$ cat src/rtl/run_sequencer.sv
// run_sequencer: sequences one CPU test run (reset hold, run with limit, drain, finish).
module run_sequencer #(
  parameter int RESET_CYCLES = 4,
  parameter int DRAIN_CYCLES = 2,
  parameter int CW = 32
) (
  input  logic          clk,
  input  logic          reset,
  input  logic          trigger,
  input  logic          cpu_done,
  input  logic [CW-1:0] max_count,
  output logic          cpu_reset,
  output logic          cpu_en,
  output logic          busy,
  output logic          finish,
  output logic          timeout,
  output logic [CW-1:0] cycle_count
);
  localparam int SMAX = RESET_CYCLES > DRAIN_CYCLES ? RESET_CYCLES : DRAIN_CYCLES;
  localparam int SW = $clog2(SMAX + 1);
  typedef enum logic [2:0] {IDLE, HOLD, RUN, DRAIN, DONE} state_t;
  state_t state, state_n;
  logic trig_q, accept, hit;
  logic [SW-1:0] sub, sub_n;
  logic [CW-1:0] limit, limit_n, cnt_n;
  logic rst_n_o, en_n, busy_n, fin_n, to_n;
  assign accept = trigger & ~trig_q & (state == IDLE || state == DONE);
  assign hit = (limit != '0) && (cycle_count + CW'(1) == limit);
  always_comb begin
    state_n = state;
    sub_n = sub;
    limit_n = limit;
    cnt_n = cycle_count;
    rst_n_o = cpu_reset;
    en_n = cpu_en;
    busy_n = busy;
    fin_n = finish;
    to_n = timeout;
    if (accept) begin
      state_n = HOLD;
      sub_n = '0;
      limit_n = max_count;
      cnt_n = '0;
      rst_n_o = 1'b1;
      en_n = 1'b0;
      busy_n = 1'b1;
      fin_n = 1'b0;
      to_n = 1'b0;
    end else begin
      unique case (state)
        HOLD: begin
          sub_n = sub + SW'(1);
          if (sub == SW'(RESET_CYCLES - 1)) begin
            state_n = RUN;
            rst_n_o = 1'b0;
            en_n = 1'b1;
          end
        end
        RUN: begin
          cnt_n = cycle_count + CW'(1);
          if (cpu_done || hit) begin
            state_n = DRAIN;
            sub_n = '0;
            en_n = 1'b0;
            to_n = ~cpu_done;
          end
        end
        DRAIN: begin
          sub_n = sub + SW'(1);
          if (sub == SW'(DRAIN_CYCLES - 1)) begin
            state_n = DONE;
            fin_n = 1'b1;
            busy_n = 1'b0;
          end
        end
        default: ;
      endcase
    end
  end
  always_ff @(posedge clk or negedge reset) begin
    if (!reset) begin
      state <= IDLE;
      trig_q <= 1'b0;
      sub <= '0;
      limit <= '0;
      cycle_count <= '0;
      cpu_reset <= 1'b1;
      cpu_en <= 1'b0;
      busy <= 1'b0;
      finish <= 1'b0;
      timeout <= 1'b0;
    end else begin
      state <= state_n;
      trig_q <= trigger;
      sub <= sub_n;
      limit <= limit_n;
      cycle_count <= cnt_n;
      cpu_reset <= rst_n_o;
      cpu_en <= en_n;
      busy <= busy_n;
      finish <= fin_n;
      timeout <= to_n;
    end
  end
endmodule

$ cat config.mk
export PLATFORM = sky130hd
export DESIGN_NAME = run_sequencer
export DESIGN_NICKNAME = d
export VERILOG_FILES = /design/src/rtl/run_sequencer.sv
export SDC_FILE = /design/constraint.sdc
export NUM_CORES = 1
export LEC_CHECK = 0
export CAP_MARGIN = 20
export CORE_ASPECT_RATIO = 0.75
export CORE_UTILIZATION = 30
export CTS_CLUSTER_SIZE = 25
export DETAILED_ROUTE_END_ITERATION = 10
export REMOVE_ABC_BUFFERS = 1
export SETUP_SLACK_MARGIN = 0.1
export SLEW_MARGIN = 30
export SYNTH_ARGS = -nofsm -noshare
export SYNTH_HDL_FRONTEND = slang
export SYNTH_SLANG_ARGS = --single-unit
$ cat constraint.sdc
create_clock -name clk -period 3.1 [get_ports clk]
set_input_delay 0.31 -clock clk [delete_from_list [all_inputs] [get_ports clk]]
set_output_delay 0.31 -clock clk [all_outputs]
set_load 0.02 [all_outputs]
=== Word-level counts from Yosys, hierarchy flattened ===
Cells that the tools add are included.

* Word-level logic and storage cells: 73
* Bits in read-only memories: 0
* Memory bits (writable): 0
* Latch bits: 0
* Memories kept: 0
* Output and inout port bits: 37
* Flip-flop bits (word level): 76
* Input bits: 36

* Reduce and logical (&&, ||, !) cells: 21
* Div/mod/pow operators: 0
* $mul: 0
* Bitwise operators: 4
* $lt $le $gt $ge: 0
* Mux-type cells: 26
* Eq/ne operators: 10
* Add/subtract/negate cells: 2
* Shift-type cells: 0

{| class="wikitable"
|+ Operators by type and width
! kind !! number
|-
| $mux 32 || 2
|-
| $add 32x1->32 const B || 1
|-
| $eq 32x32->1 || 1
|-
| $reduce_bool 32->1 || 1
|-
| $mux 3 || 6
|-
| $mux 1 || 15
|-
| $reduce_bool 2->1 || 6
|-
| $eq 3x2->1 const B || 3
|-
| $ne 3x3->1 const B || 3
|-
| $pmux 3 s3 || 1
|-
| $reduce_and 2->1 || 4
|-
| $eq 3x1->1 const B || 2
|-
| $pmux 3 s2 || 1
|-
| $reduce_bool 3->1 || 2
|-
| $reduce_and 4->1 || 1
|-
| $reduce_bool 4->1 || 1
|-
| $add 3x1->3 const B || 1
|-
| $eq 3x3->1 const B || 1
|-
| $logic_not 3->1 || 1
|-
| $reduce_and 3->1 || 1
|-
| $and 1x1->1 || 2
|-
| $logic_or 1x1->1 || 2
|-
| $not 1->1 || 2
|-
| $pmux 1 s2 || 1
|-
| other kinds (2) || 2
|}

=== Longest topological paths before layout ===
Gate-level depths: netlist of run 1.

* Word-level depth: 7
* Mapped depth: 10
* Gate-level depth less buffers: 9

=== Worst setup path before layout of run 1 ===
OpenSTA, ideal clock, no wires.

* Path kind: register -> register
* Start point: reg cycle_count[0]
* End point: reg cpu_en
* Library setup time: 141 ps
* Slack: -177 ps
* Cell stages (with the launch flop): 10
* Path buffers: 0
* Data arrival time: 3,135 ps
* Required time: 2,959 ps
* Period minus slack after synthesis: 3,277 ps
* Cells stage by stage: dfrtp_1 ha_1 nand3_2 or4_4 nor4_4 xnor2_1 or4_1 a211o_1 o31ai_4 a211oi_1

* Cells in the longest elaborated chain, start to end: 6

{| class="wikitable"
|+ Ends and longest elaborated chain
! what !! line !! RTL
|-
| start, declared || 17 || <nowiki>output logic [CW-1:0] cycle_count</nowiki>
|-
| start signal, assigned || 97 || <nowiki>cycle_count <= cnt_n;</nowiki>
|-
| $add 32x1->32 || 28 || <nowiki>assign hit = (limit != '0) && (cycle_count + CW'(1) == limit);</nowiki>
|-
| $eq 32x32->1 || 28 ||
|-
| $logic_and 1x1->1 || 28 ||
|-
| $logic_or 1x1->1 || 61 || <nowiki>if (cpu_done || hit) begin</nowiki>
|-
| $ne 3x3->1 (no source line) || n/a ||
|-
| $reduce_and 3->1 (no source line) || n/a ||
|-
| end signal, assigned || 99 || <nowiki>cpu_en <= en_n;</nowiki>
|-
| end, declared || 13 || <nowiki>output logic cpu_en,</nowiki>
|}

No other way between the ends.
A chain may end at the register's enable or synchronous reset.

=== Worst setup path after layout of run 1 ===
* Start point: reg cycle_count[7]
* End point: reg cpu_en

Same word-level chain as after synthesis.

==> results of run 1 <==
[final cells by class]
cell class	count	area [um2]	area share [%]
repair buffers	118	1090	17.9
well taps	200	250	4.11
inverters	11	41.3	0.678
clock inverters	3	42.5	0.698
multi-input cells	354	2480	40.7
flip-flops and latches	76	1910	31.3
clock buffers	13	280	4.60
[power groups by stage]
stage               registers, mW  logic, mW  clock network (mW)
finish                       1.62       1.71                1.12
global route                 1.66       1.87                1.19
CTS                          1.62       1.67                1.15
detailed placement           1.63       1.65                   0
global placement             1.62       1.62                   0
floorplan                    1.60       1.07                   0
[cell families (layout without fill, tap and decap cells)]
kind of cell / count (synthesis) / count (layout) / share of synthesized area, %
compound gates: 106 / 106 / 15.1
mux: 34 / 34 / 8.41
fa+ha+maj: 4 / 4 / 1.11
buf+inv: 44 / 145 / 4.16
xor+xnor: 50 / 50 / 9.71
simple gates: 160 / 160 / 19.3
flops: 76 / 76 / 42.2
[registers in the layout, indices dropped and copies added, names as in the netlist]
name / count
cpu_en: 1
finish: 1
limit: 32
timeout: 1
busy: 1
trig_q: 1
cycle_count: 32
cpu_reset: 1
sub: 3
state: 3
[per-layer routing]
metal,vias to the layer above,part of all wire [%],global-route usage [%],wire (um)
li1,1919,-,-,-
met1,1937,49,26.7,6490
met2,123,44,27.1,5780
met3,14,6.2,3.45,822
met4,0,1.2,5.17,161
met5,-,0,0,0
[cell usage in the layout, fill, tap and decap left out, types with 3 or more instances in the layout]
cell,count
and4_1,4
o31ai_1,11
o41ai_1,6
o21ai_0,44
nor3_1,5
clkdlybuf4s50_1,71
nor2_1,34
inv_1,11
nor4_2,3
mux2i_1,3
and2_1,5
a21o_1,6
xor2_1,14
a21oi_1,13
nand4_1,20
nand2_1,38
a31oi_1,5
dfrtp_2,3
and3_1,6
xnor2_1,35
buf_4,44
mux2_2,31
nand3_1,13
dfrtp_1,72
clkbuf_16,9
nor4_1,13
ha_1,3
clkbuf_8,4
[worst max path at each step]
stage | from | to | slack, ns | cells after the start
finish | cycle_count[7]$_DFFE_PN0N_ | cpu_en$_DFFE_PN0P_ | 0.18 | 8
global route | cycle_count[0]$_DFFE_PN0N_ | sub[0]$_DFFE_PN0P_ | 0.05 | 9
CTS | cycle_count[0]$_DFFE_PN0N_ | sub[0]$_DFFE_PN0P_ | 0.12 | 9
detailed placement | cycle_count[6]$_DFFE_PN0N_ | sub[0]$_DFFE_PN0P_ | 0.05 | 9
global placement | cycle_count[6]$_DFFE_PN0N_ | cpu_en$_DFFE_PN0P_ | 0.02 | 9
floorplan | state[1]$_DFFE_PN0P_ | cycle_count[9]$_DFFE_PN0N_ | -3.95 | 5
[through the flow]
step	worst slack, ns	total power, mW	cells	hold WS [ns]
3_3_place_gp	0.0152	3.24	755	0.461
3_5_place_dp	0.0474	3.29	756	0.345
2_1_floorplan	-3.95	2.68	441	0.0144
5_1_grt	0.0457	4.72	775	0.457
6_report	0.178	4.44	775	0.447
4_1_cts	0.117	4.43	775	0.445
[timing repair]
item	in CTS	in global routing
resized for setup	2	12
pin swaps	2	6
buffers inserted	2	0
cloned	0	0
hold buffers	1	0
endpoints found under the hold margin	40	0
endpoints found under the setup margin	5	6
[critical path, delay by kind of cell, from the launching register on]
family,cells,cell delay [ns]
AOI/OAI and AO/OA,3,0.77
DFF,1,0.39
and+or+nand+nor,4,1.52
xor gates and xnor gates,1,0.10
==> impl_results.md, run 1 <==
* Slew Viols, Final at 0
* Critical Path AT at approximately 3.1 ns
* Worst-path cell chain: nand4_4, or4_4, nor4_4, xnor2_1, or4_1, a211o_1, o31ai_4, a211oi_2
* R2R Setup Slk at between 0.15 and 0.2 ns
* Initial antenna violation count at 0
* FF+latch count, synth at 76
* DRC at 0
* Die area at about 0.016 mm2
* Synthesis warning total at 0
* Final setup fails at 0
* Final hold violations at 0
* Initial core utilization at a little under a third
* Pint at 2.84 mW
* Max stage delay on crit path at about 0.58 ns
* Beginning of the worst hold path: trigger
* Via density at 5.15
* Diodes inserted at 0
* TritonCTS clock tree: done
* Top-count cell post-synth: dfrtp_1
* Worst r2r src: cycle_count[7]$_DFFE_PN0N_
* DP Area at 0.00568 mm2
* Antenna Nets Post-Route at 0
* Number of global-route vias before repair at approximately 3900
* Final worst path period need at ~2.9 ns
* Rows at 38
* PwrDens at 729 mW/mm2
* Post-Syn Area per Cell at between 9 and 10 um2
* Number of DRC markers in iteration 0 at 346
* Core area at 0.0145 mm2
* Largest net degree at the start of global routing at 46
* Kind of critical path: reg -> reg
* Remaining Overflow, GRT at 0
* Nets at slightly above 600
* CTS clk-pin slew, worst paths at about 0.06 ns
* WL final at 13300 um
* Setup TNS at 0 ns
* Root buffer cell: clkbuf_16
* Filler instances at between 1000 and 1500
* Post-synth EDFFs at 0
* Mapped Area at between 0.004 and 0.005 mm2
* Area Overhead vs Synth at 35.1%
* Dpl hpwl at slightly below 10000 um
* Leakage at 2.44 nW
* R2R Path End: cpu_en$_DFFE_PN0P_
* Sequential share of power at between 30% and 40%
* Layout cells sized above 1 at 20.2%
* Input/output buffers at between 70 and 80
* Hold endpoint: trig_q$_DFF_PN0_
* Worst slew margin at about 60%
* Mapped Cells at roughly 470
* Outcome: finished, final reports clean
* RSZ-0062 raised after global routing: true
* Top_reg_cell synth: dfrtp_1
* Asr flop ratio synth at 100%
* Die height at between 100 and 150 um
* Clock network fraction of total power at 25.1%
* First-pass GRT wire length at about 21000 um
* Yosys top cell area share at between 40% and 50%
* Gate power share at 38.4%
* Min-Delay Path Class: in -> reg
* Die extent in x at approximately 140 um
* Worst reg-to-reg path cell count at 8
* Critical Path Start Type: register
* Via count at roughly 4000
* Cell variety after synth at 53
* Worst-margin pin slew at about 0.62 ns
* Routability cong. at 0.902
* Boundary pin count at 73
* GRT Total Usage at between 15 and 20%
* Clock latency on the worst-skew pair at 0.34 ns
* WL/cell at about 17 um
* Net Sw Frac at a little over a third
* Final period util at between 90% and 100%
* Hold Path Stages at 1
* Num Clock Sinks at 76
* Area contributors post-synth: dfrtp_1, mux2_2, xnor2_1, o21ai_0, nand2_1
* Setup Skew at about 0.006 ns
* Final Core Density at between 40% and 50%
* Worst VDD drop at between 0.2 and 0.3 mV
* Crit path max fanout at 5
* Pre-antenna DRT Iters at 5
* Req. time, crit path at roughly 3.3 ns
* Fmax at around 340 MHz
* Crit. End Element: register
* Sw Pwr at 1.60 mW
* Clock Tree Buf Depth at 2
* Max-cap violations at 0
* Commonest cells in the netlist: dfrtp_1, o21ai_0, nand2_1
* Cell taking the most area after synthesis: dfrtp_1
* H-Tree Depth at 3
* CTS Buf Count at 9
* Slowest CP cell: or4_4
* Register area share after synthesis at 42.2%
* Final std cell area, no fill at 0.00609 mm2
(Power assumes the default switching activity.)
==> inputs of run 2 (changes only) <==
--- a/config.mk
+++ b/config.mk
@@ -10,8 +10,10 @@
 export CORE_UTILIZATION = 30
 export CTS_CLUSTER_SIZE = 25
 export DETAILED_ROUTE_END_ITERATION = 10
+export PLACE_DENSITY = 0.53
 export REMOVE_ABC_BUFFERS = 1
 export SETUP_SLACK_MARGIN = 0.1
+export SKIP_LAST_GASP = 1
 export SLEW_MARGIN = 30
 export SYNTH_ARGS = -nofsm -noshare
 export SYNTH_HDL_FRONTEND = slang
==> impl_results.md, run 2 (same netlist as run 1, synthesis figures left out) <==
* Layout cells sized above 1 at 21.0% (was 20.2%)
* Crit path max fanout at 5 (unchanged)
* Outcome: finished, final reports clean (unchanged)
* WL final at 13600 um (was 13300 um)
* PwrDens at 740 mW/mm2 (was 729 mW/mm2)
* Via count at 4065 (was 3993)
* Largest net degree at the start of global routing at 77 (was 46)
* Kind of critical path: reg -> reg (unchanged)
* Critical Path AT at 3.15 ns (was 3.12 ns)
* Commonest non-fill, non-tap cells in the layout: dfrtp_1, clkdlybuf4s50_1, buf_4, o21ai_0, nand2_1 (was dfrtp_1, clkdlybuf4s50_1, o21ai_0, buf_4, nand2_1)
* Initial antenna violation count at 0 (unchanged)
* CTS clk-pin slew, worst paths at 0.06 ns (about the same)
* Max stage delay on crit path at 0.54 ns (was 0.58 ns)
* Sw Pwr at 1.61 mW (was 1.60 mW)
* Max-cap violations at 0 (unchanged)
* Die extent in x at 144 um (unchanged)
* Slowest CP cell: or4_4 (unchanged)
* Worst VDD drop at 0.241 mV (was 0.275 mV)
* Antenna Nets Post-Route at 0 (unchanged)
* First-pass GRT wire length at 21700 um (was 21300 um)
* Core area at 0.0145 mm2 (unchanged)
* Critical Path Start Type: register (unchanged)
* Via density at 5.20 (was 5.15)
* Number of global-route vias before repair at 3922 (was 3941)
* Initial core utilization at 31.0% (unchanged)
* Worst-path cell chain: nand2_1, or4_4, nor4_4, xnor2_1, or4_1, a211o_1, o31ai_4, a211oi_1 (was nand4_4, or4_4, nor4_4, xnor2_1, or4_1, a211o_1, o31ai_4, a211oi_2)
* Pint at 2.95 mW (was 2.84 mW)
* WL/cell at 17.4 um (was 17.1 um)
* Area Overhead vs Synth at 36.7% (was 35.1%)
* Final setup fails at 0 (unchanged)
* Dpl hpwl at 9710 um (was 9720 um)
* Final hold violations at 0 (unchanged)
* Layout Cells excl Fill at 781 (was 775)
* RSZ-0062 raised after global routing: true (unchanged)
* Net Sw Frac at 35.4% (was 36.1%)
* Die area at 0.0155 mm2 (unchanged)
* Remaining Overflow, GRT at 0 (unchanged)
* Die height at 108 um (unchanged)
* Setup Skew at 0.00693 ns (was 0.00613 ns)
* Clock Tree Buf Depth at 2 (unchanged)
* Nets at 616 (was 610)
* Worst slew margin at 50.1% (was 58.4%)
* DRC at 0 (unchanged)
* Min-Delay Path Class: in -> async (was in -> reg)
* Final period util at 95.2% (was 94.3%)
* Req. time, crit path at 3.29 ns (was 3.30 ns)
* Rows at 38 (unchanged)
* R2R Setup Slk at 0.15 ns (was 0.18 ns)
* Clock network fraction of total power at 27.1% (was 25.1%)
* CTS Buf Count at 9 (unchanged)
* Routability cong. at 0.872 (was 0.902)
* Input/output buffers at 72 (unchanged)
* Root buffer cell: clkbuf_16 (unchanged)
* Largest regs: cycle_count (32), limit (32) (unchanged)
* Most common cell after layout, fill and taps aside: dfrtp_1 (unchanged)
* Pre-antenna DRT Iters at 5 (unchanged)
* Leakage at 2.49 nW (was 2.44 nW)
* Final worst path period need at 2.95 ns (was 2.92 ns)
* Num Clock Sinks at 76 (unchanged)
* Final Core Density at 42.4% (was 41.9%)
* R2R Path End: cpu_en$_DFFE_PN0P_ (unchanged)
* Worst reg-to-reg path cell count at 8 (unchanged)
* Worst r2r src: cycle_count[6]$_DFFE_PN0N_ (was cycle_count[7]$_DFFE_PN0N_)
* Slew Viols, Final at 0 (unchanged)
* Gate power share at 37.2% (was 38.4%)
* Fmax at 339 MHz (was 342 MHz)
* Total power after layout at 4.56 mW (was 4.44 mW)
* Diodes inserted at 0 (unchanged)
* GRT Total Usage at 18.5% (was 18.3%)
* Number of DRC markers in iteration 0 at 401 (was 346)
* H-Tree Depth at 3 (unchanged)
* Boundary pin count at 73 (unchanged)
* Clock latency on the worst-skew pair at 0.33 ns (was 0.34 ns)
* Placed Cells at 758 (was 756)
* Crit. End Element: register (unchanged)
* Sequential share of power at 35.6% (was 36.4%)
* TritonCTS clock tree: done (unchanged)
* Worst-margin pin slew at 0.749 ns (was 0.618 ns)
==> run 2: final cells by class <==
type	instances	area, um2
Tap cell	200	250
Timing Repair Buffer	124	1120
Clock buffer	12	256
Sequential cell	76	1900
Inverter	11	41.3
Clock inverter	4	95.1
Multi-Input combinational cell	354	2490
Fill cell	1469	8390
==> run 2: per-layer routing <==
metal	track usage, %	vias up	wire, um
li1	-	1933	-
met1	26.6	1992	6670
met3	4.83	10	936
met2	27.4	130	5880
met5	0	-	0
met4	4.10	0	119
==> run 2: worst max-delay path, delay by kind of cell, from the launching register on <==
family           cells  cell delay (ns)
XOR/XNOR             1             0.09
AO/OA/AOI/OAI        3             0.77
AND/OR/NAND/NOR      4             1.49
flip-flops           1             0.45
==> run 2: power groups by stage <==
stage / clock network, mW / registers [mW] / logic, mW
after floorplan: 0 / 1.60 / 1.07
after global placement: 0 / 1.63 / 1.63
after detailed placement: 0 / 1.64 / 1.65
after CTS: 1.27 / 1.63 / 1.67
after global routing: 1.31 / 1.68 / 1.86
final: 1.24 / 1.62 / 1.70
==> run 2: worst max path at each step <==
stage | start | slack, ns | depth (start not counted) | endpoint
floorplan | state[1]$_DFFE_PN0P_ | -3.95 | 5 | cycle_count[9]$_DFFE_PN0N_
global placement | cycle_count[6]$_DFFE_PN0N_ | 0.09 | 9 | cpu_en$_DFFE_PN0P_
detailed placement | cycle_count[1]$_DFFE_PN0N_ | 0.07 | 9 | sub[0]$_DFFE_PN0P_
CTS | cycle_count[6]$_DFFE_PN0N_ | 0.11 | 9 | sub[0]$_DFFE_PN0P_
global route | cycle_count[4]$_DFFE_PN0N_ | 0.05 | 8 | cpu_en$_DFFE_PN0P_
finish | cycle_count[6]$_DFFE_PN0N_ | 0.15 | 8 | cpu_en$_DFFE_PN0P_
==> run 2: per-stage QoR <==
stage          setup TNS [ns]  setup WS [ns]  hold slack (ns)  area (um2)
2_1_floorplan         -219.48          -3.95           0.0144        4360
3_3_place_gp                0         0.0891            0.461        5690
3_5_place_dp                0         0.0669            0.404        5690
4_1_cts                     0          0.113           0.0456        6050
5_1_grt                     0         0.0453           0.0755        6160
6_report                    0          0.147         0.000987        6160
==> run 2: repair_timing <==
| item | in CTS | in global routing |
|---|---|---|
| setup endpoints to repair | 5 | 6 |
| pin swaps | 2 | 6 |
| hold buffers | 0 | 0 |
| buffers inserted | 0 | 7 |
| resized for setup | 2 | 11 |
==> inputs of run 3 (changes only) <==
--- a/config.mk
+++ b/config.mk
@@ -14,7 +14,7 @@
 export REMOVE_ABC_BUFFERS = 1
 export SETUP_SLACK_MARGIN = 0.1
 export SKIP_LAST_GASP = 1
-export SLEW_MARGIN = 30
+export SLEW_MARGIN = 20
 export SYNTH_ARGS = -nofsm -noshare
 export SYNTH_HDL_FRONTEND = slang
 export SYNTH_SLANG_ARGS = --single-unit
==> impl_results.md, run 3 (same netlist as run 1, synthesis figures left out) <==
* Outcome: finished, violations left (was finished, final reports clean)
* Failing checks: negative hold slack
* Worst-margin pin slew at 0.746 ns (was 0.749 ns)
* Placed Cells at 758 (unchanged)
* DP Area at 0.00569 mm2 (about the same)
* RSZ-0062 raised after global routing: true (unchanged)
* Root buffer cell: clkbuf_16 (unchanged)
* Core area at 0.0145 mm2 (unchanged)
* Slew Viols, Final at 0 (unchanged)
* Min-Delay Path Class: in -> async (unchanged)
* Hold_buf cts at 0 (unchanged)
* Pint at 2.95 mW (about the same)
* Antenna Nets Post-Route at 0 (unchanged)
* Fmax at 338 MHz (was 339 MHz)
* Req. time, crit path at 3.30 ns (was 3.29 ns)
* Final worst path period need at 2.96 ns (was 2.95 ns)
* First-pass GRT wire length at 21600 um (was 21700 um)
* Nets at 619 (was 616)
* Boundary pin count at 73 (unchanged)
* Kind of critical path: reg -> reg (unchanged)
* DRC at 0 (unchanged)
* Leakage at 2.50 nW (was 2.49 nW)
* Setup TNS at 0 ns (unchanged)
* Dpl hpwl at 9710 um (about the same)
* Final std cell area, no fill at 0.00619 mm2 (was 0.00616 mm2)
* Num Clock Sinks at 76 (unchanged)
* Most common cell after layout, fill and taps aside: dfrtp_1 (unchanged)
* Die height at 108 um (unchanged)
* Gate power share at 37.3% (was 37.2%)
* Final period util at 95.5% (was 95.2%)
* CTS clk-pin slew, worst paths at 0.06 ns (about the same)
* Diodes inserted at 0 (unchanged)
* Max-cap violations at 0 (unchanged)
* Critical Path Start Type: register (unchanged)
* Via count at 4061 (was 4065)
* Commonest non-fill, non-tap cells in the layout: dfrtp_1, clkdlybuf4s50_1, buf_4, o21ai_0, nand2_1 (unchanged)
* Largest regs: cycle_count (32), limit (32) (unchanged)
* Via density at 5.18 (was 5.20)
* Area Overhead vs Synth at 37.2% (was 36.7%)
* Clock latency on the worst-skew pair at 0.34 ns (was 0.33 ns)
* H-Tree Depth at 3 (unchanged)
* Setup Skew at 0.00742 ns (was 0.00693 ns)
* Largest net degree at the start of global routing at 77 (unchanged)
* Hold Worst Slack at -0.00696 ns (was 0.000987 ns)
* Die extent in x at 144 um (unchanged)
* Final setup fails at 0 (unchanged)
* Sw Pwr at 1.61 mW (about the same)
* Final hold violations at 2 (was 0)
* Initial core utilization at 31.0% (unchanged)
* Layout Cells excl Fill at 784 (was 781)
* Initial antenna violation count at 0 (unchanged)
* Sequential share of power at 35.6% (about the same)
* Final Core Density at 42.5% (was 42.4%)
* Worst VDD drop at 0.247 mV (was 0.241 mV)
* Crit path max fanout at 5 (unchanged)
* Number of global-route vias before repair at 3961 (was 3922)
* Critical Path AT at 3.16 ns (was 3.15 ns)
* WL/cell at 17.3 um (was 17.4 um)
* Place WS at 0.0532 ns (was 0.0669 ns)
* Worst slew margin at 50.3% (was 50.1%)
* TritonCTS clock tree: done (unchanged)
* CTS Buf Count at 9 (unchanged)
* Input/output buffers at 72 (unchanged)
* Pre-antenna DRT Iters at 5 (unchanged)
* GRT Total Usage at 18.4% (was 18.5%)
* Rows at 38 (unchanged)
* Final worst slack at 0.141 ns (was 0.147 ns)
* WL final at 13600 um (about the same)
* Clock Tree Buf Depth at 2 (unchanged)
* Remaining Overflow, GRT at 0 (unchanged)
* Die area at 0.0155 mm2 (unchanged)
* Routability cong. at 0.872 (unchanged)
* PwrDens at 737 mW/mm2 (was 740 mW/mm2)
* Crit. End Element: register (unchanged)
* R2R Setup Slk at 0.14 ns (was 0.15 ns)
* Layout cells sized above 1 at 21.4% (was 21.0%)
* Number of DRC markers in iteration 0 at 263 (was 401)
* Clock network fraction of total power at 27.1% (about the same)
* Net Sw Frac at 35.3% (was 35.4%)
run 3: cell count changes in the layout (fill, tap and decap cells not counted), sizes merged:
| cell | previous run | this run |
|---|---|---|
| buf | 53 | 56 |
run 3: per-layer routing:
metal	up-vias	track usage, %	routed length [um]
met1	1966	26.2	6780
met4	0	4.64	150
met2	140	27.3	5820
li1	1942	-	-
met3	13	4.96	806
met5	-	0	0
run 3: area by class of cell:
class,instances,area [um2]
inverter,11,41.3
fill,1459,8360
tap,200,250
sequential,76,1900
multi-input combinational,354,2490
clock buffer,12,256
timing repair buffer,127,1150
clock inverter,4,95.1
run 3: worst paths after layout:
check / from / endpoint / cells after the start
max reg2reg: cycle_count[7]$_DFFE_PN0N_ / sub[0]$_DFFE_PN0P_ / 8
min reg2reg: cpu_reset$_DFFE_PN1P_ / cpu_reset$_DFFE_PN1P_ / 2
min in group clk: trigger / trig_q$_DFF_PN0_ / 1
min: reset / limit[20]$_DFFE_PN0P_ / 1
max: cycle_count[7]$_DFFE_PN0N_ / sub[0]$_DFFE_PN0P_ / 8
max in group asynchronous: reset / cycle_count[5]$_DFFE_PN0N_ / 1
run 3: metrics by stage:
step / hold WS (ns) / power, mW
3_5_place_dp: 0.465 / 3.29
6_report: -0.00696 / 4.56
3_3_place_gp: 0.461 / 3.26
4_1_cts: 0.186 / 4.56
5_1_grt: 0.0728 / 4.85
2_1_floorplan: 0.0144 / 2.68
run 3: repair_timing:
action / CTS / global route
buffers inserted: 0 / 10
resized for setup: 2 / 12
pin swaps: 1 / 6
setup endpoints to repair: 5 / 6
run 3: worst max-delay path, stage by stage, from the launching register on:
cell and delay, ns:
dfrtp_1 0.40, nand4_4 0.12, or4_4 0.57, nor4_4 0.34, xnor2_1 0.10, or4_1 0.49, a211o_1 0.31, o31ai_4 0.37
a211oi_1 0.12
run 3: power groups by stage:
| stage | clock network, mW | registers [mW] | logic [mW] |
|---|---|---|---|
| floorplan | 0 | 1.60 | 1.07 |
| global placement | 0 | 1.63 | 1.63 |
| detailed placement | 0 | 1.64 | 1.65 |
| CTS | 1.27 | 1.63 | 1.67 |
| global route | 1.31 | 1.68 | 1.86 |
| finish | 1.24 | 1.62 | 1.70 |
==> edit, RTL diff (config.mk and constraints of run 2) <==
Re-encode `state_t` (5 states) as one-hot, 5 bits wide.
--- a/src/rtl/run_sequencer.sv
+++ b/src/rtl/run_sequencer.sv
@@ -18,7 +18,7 @@
 );
   localparam int SMAX = RESET_CYCLES > DRAIN_CYCLES ? RESET_CYCLES : DRAIN_CYCLES;
   localparam int SW = $clog2(SMAX + 1);
-  typedef enum logic [2:0] {IDLE, HOLD, RUN, DRAIN, DONE} state_t;
+  typedef enum logic [4:0] {IDLE = 5'b00001, HOLD = 5'b00010, RUN = 5'b00100, DRAIN = 5'b01000, DONE = 5'b10000} state_t;
   state_t state, state_n;
   logic trig_q, accept, hit;
   logic [SW-1:0] sub, sub_n;
Check against the original RTL: no difference found for any inputs over 10 cycles, from zero or initial values and one cycle with reset low; not proved beyond that.
==> edit against run 2 <==
Core utilization fell by 2.9 points; synthesized cell count increased by 26%; worst setup slack better by 0.072 ns; hold slack gained 0.058 ns; sequential cell count up 2; design area is 2.3% higher; wire length rose by 12%; via count rose by 15%; synthesized area increased by 8.4%; critical endpoint is now sub[2]; largest cell class unchanged.
Power is not compared: it rests on default switching activity, and its combinational part moved more than twofold at a synthesized area within 25%.
==> edit: results <==
{
  "layout.nets": 721,
  "synthTopCellsByArea": "dfrtp_1 (39%), nand2_1 (12%), o21ai_0 (5.2%), xnor2_1 (5.2%), nor2_1 (2.7%)",
  "clkbuf_count": 10,
  "r2r_end": "sub[2]",
  "synth_xor_area_frac": 0.0717,
  "use_met2": 0.278,
  "avgSynthCellArea_um2": 8.17,
  "ys_seq_area_frac": 0.400,
  "drive_above_1_share": 0.127,
  "reg_top3": "cycle_count x32, limit x32, state x5",
  "fillers": 1644,
  "tightestPinTransition_ns": 0.827,
  "drt-initial-drc-count": 320,
  "synthMuxAreaShare": 0.00205,
  "rrSetupSlack_ns": 0.22,
  "gp_congestion": 0.882,
  "nNonClkInverters": 9,
  "worst_clock_skew_ns": 0.00778,
  "vias_per_cell": 5.23,
  "sh_seq_area": 0.310,
  "r2r_start": "cycle_count[0]",
  "dpl_cell_area_mm2": 0.00596,
  "met1_usage": 0.290,
  "place_ws_ns": 0.0830,
  "grt_use_met3": 0.0476,
  "outcome": "complete, no violations",
  "synth_fa_ha_area_frac": 0.0102
}
-- edit: worst max-delay path by stage --
| stage | from | endpoint | slack [ns] | cells past startpoint |
|---|---|---|---|---|
| 2_1_floorplan | state[1] | cycle_count[21] | -1.99 | 6 |
| 3_3_place_gp | cycle_count[7] | sub[2] | 0.18 | 8 |
| 3_5_place_dp | cycle_count[3] | sub[2] | 0.08 | 8 |
| 4_1_cts | cycle_count[0] | sub[2] | 0.15 | 9 |
| 5_1_grt | cycle_count[0] | sub[2] | 0.1 | 10 |
| 6_report | cycle_count[0] | sub[2] | 0.22 | 9 |
-- edit: repair_timing --
action | CTS | global route
endpoints found under the hold margin | 0 | 0
gates resized for setup | 2 | 6
endpoints found under the setup margin | 1 | 7
pin swaps | 0 | 4
-- edit: per-layer routing --
layer  part of all wire  vias up
met1               0.51     2263
met5                  0        -
met3              0.065        8
met2               0.42      145
met4             0.0068        0
li1                   -     2272
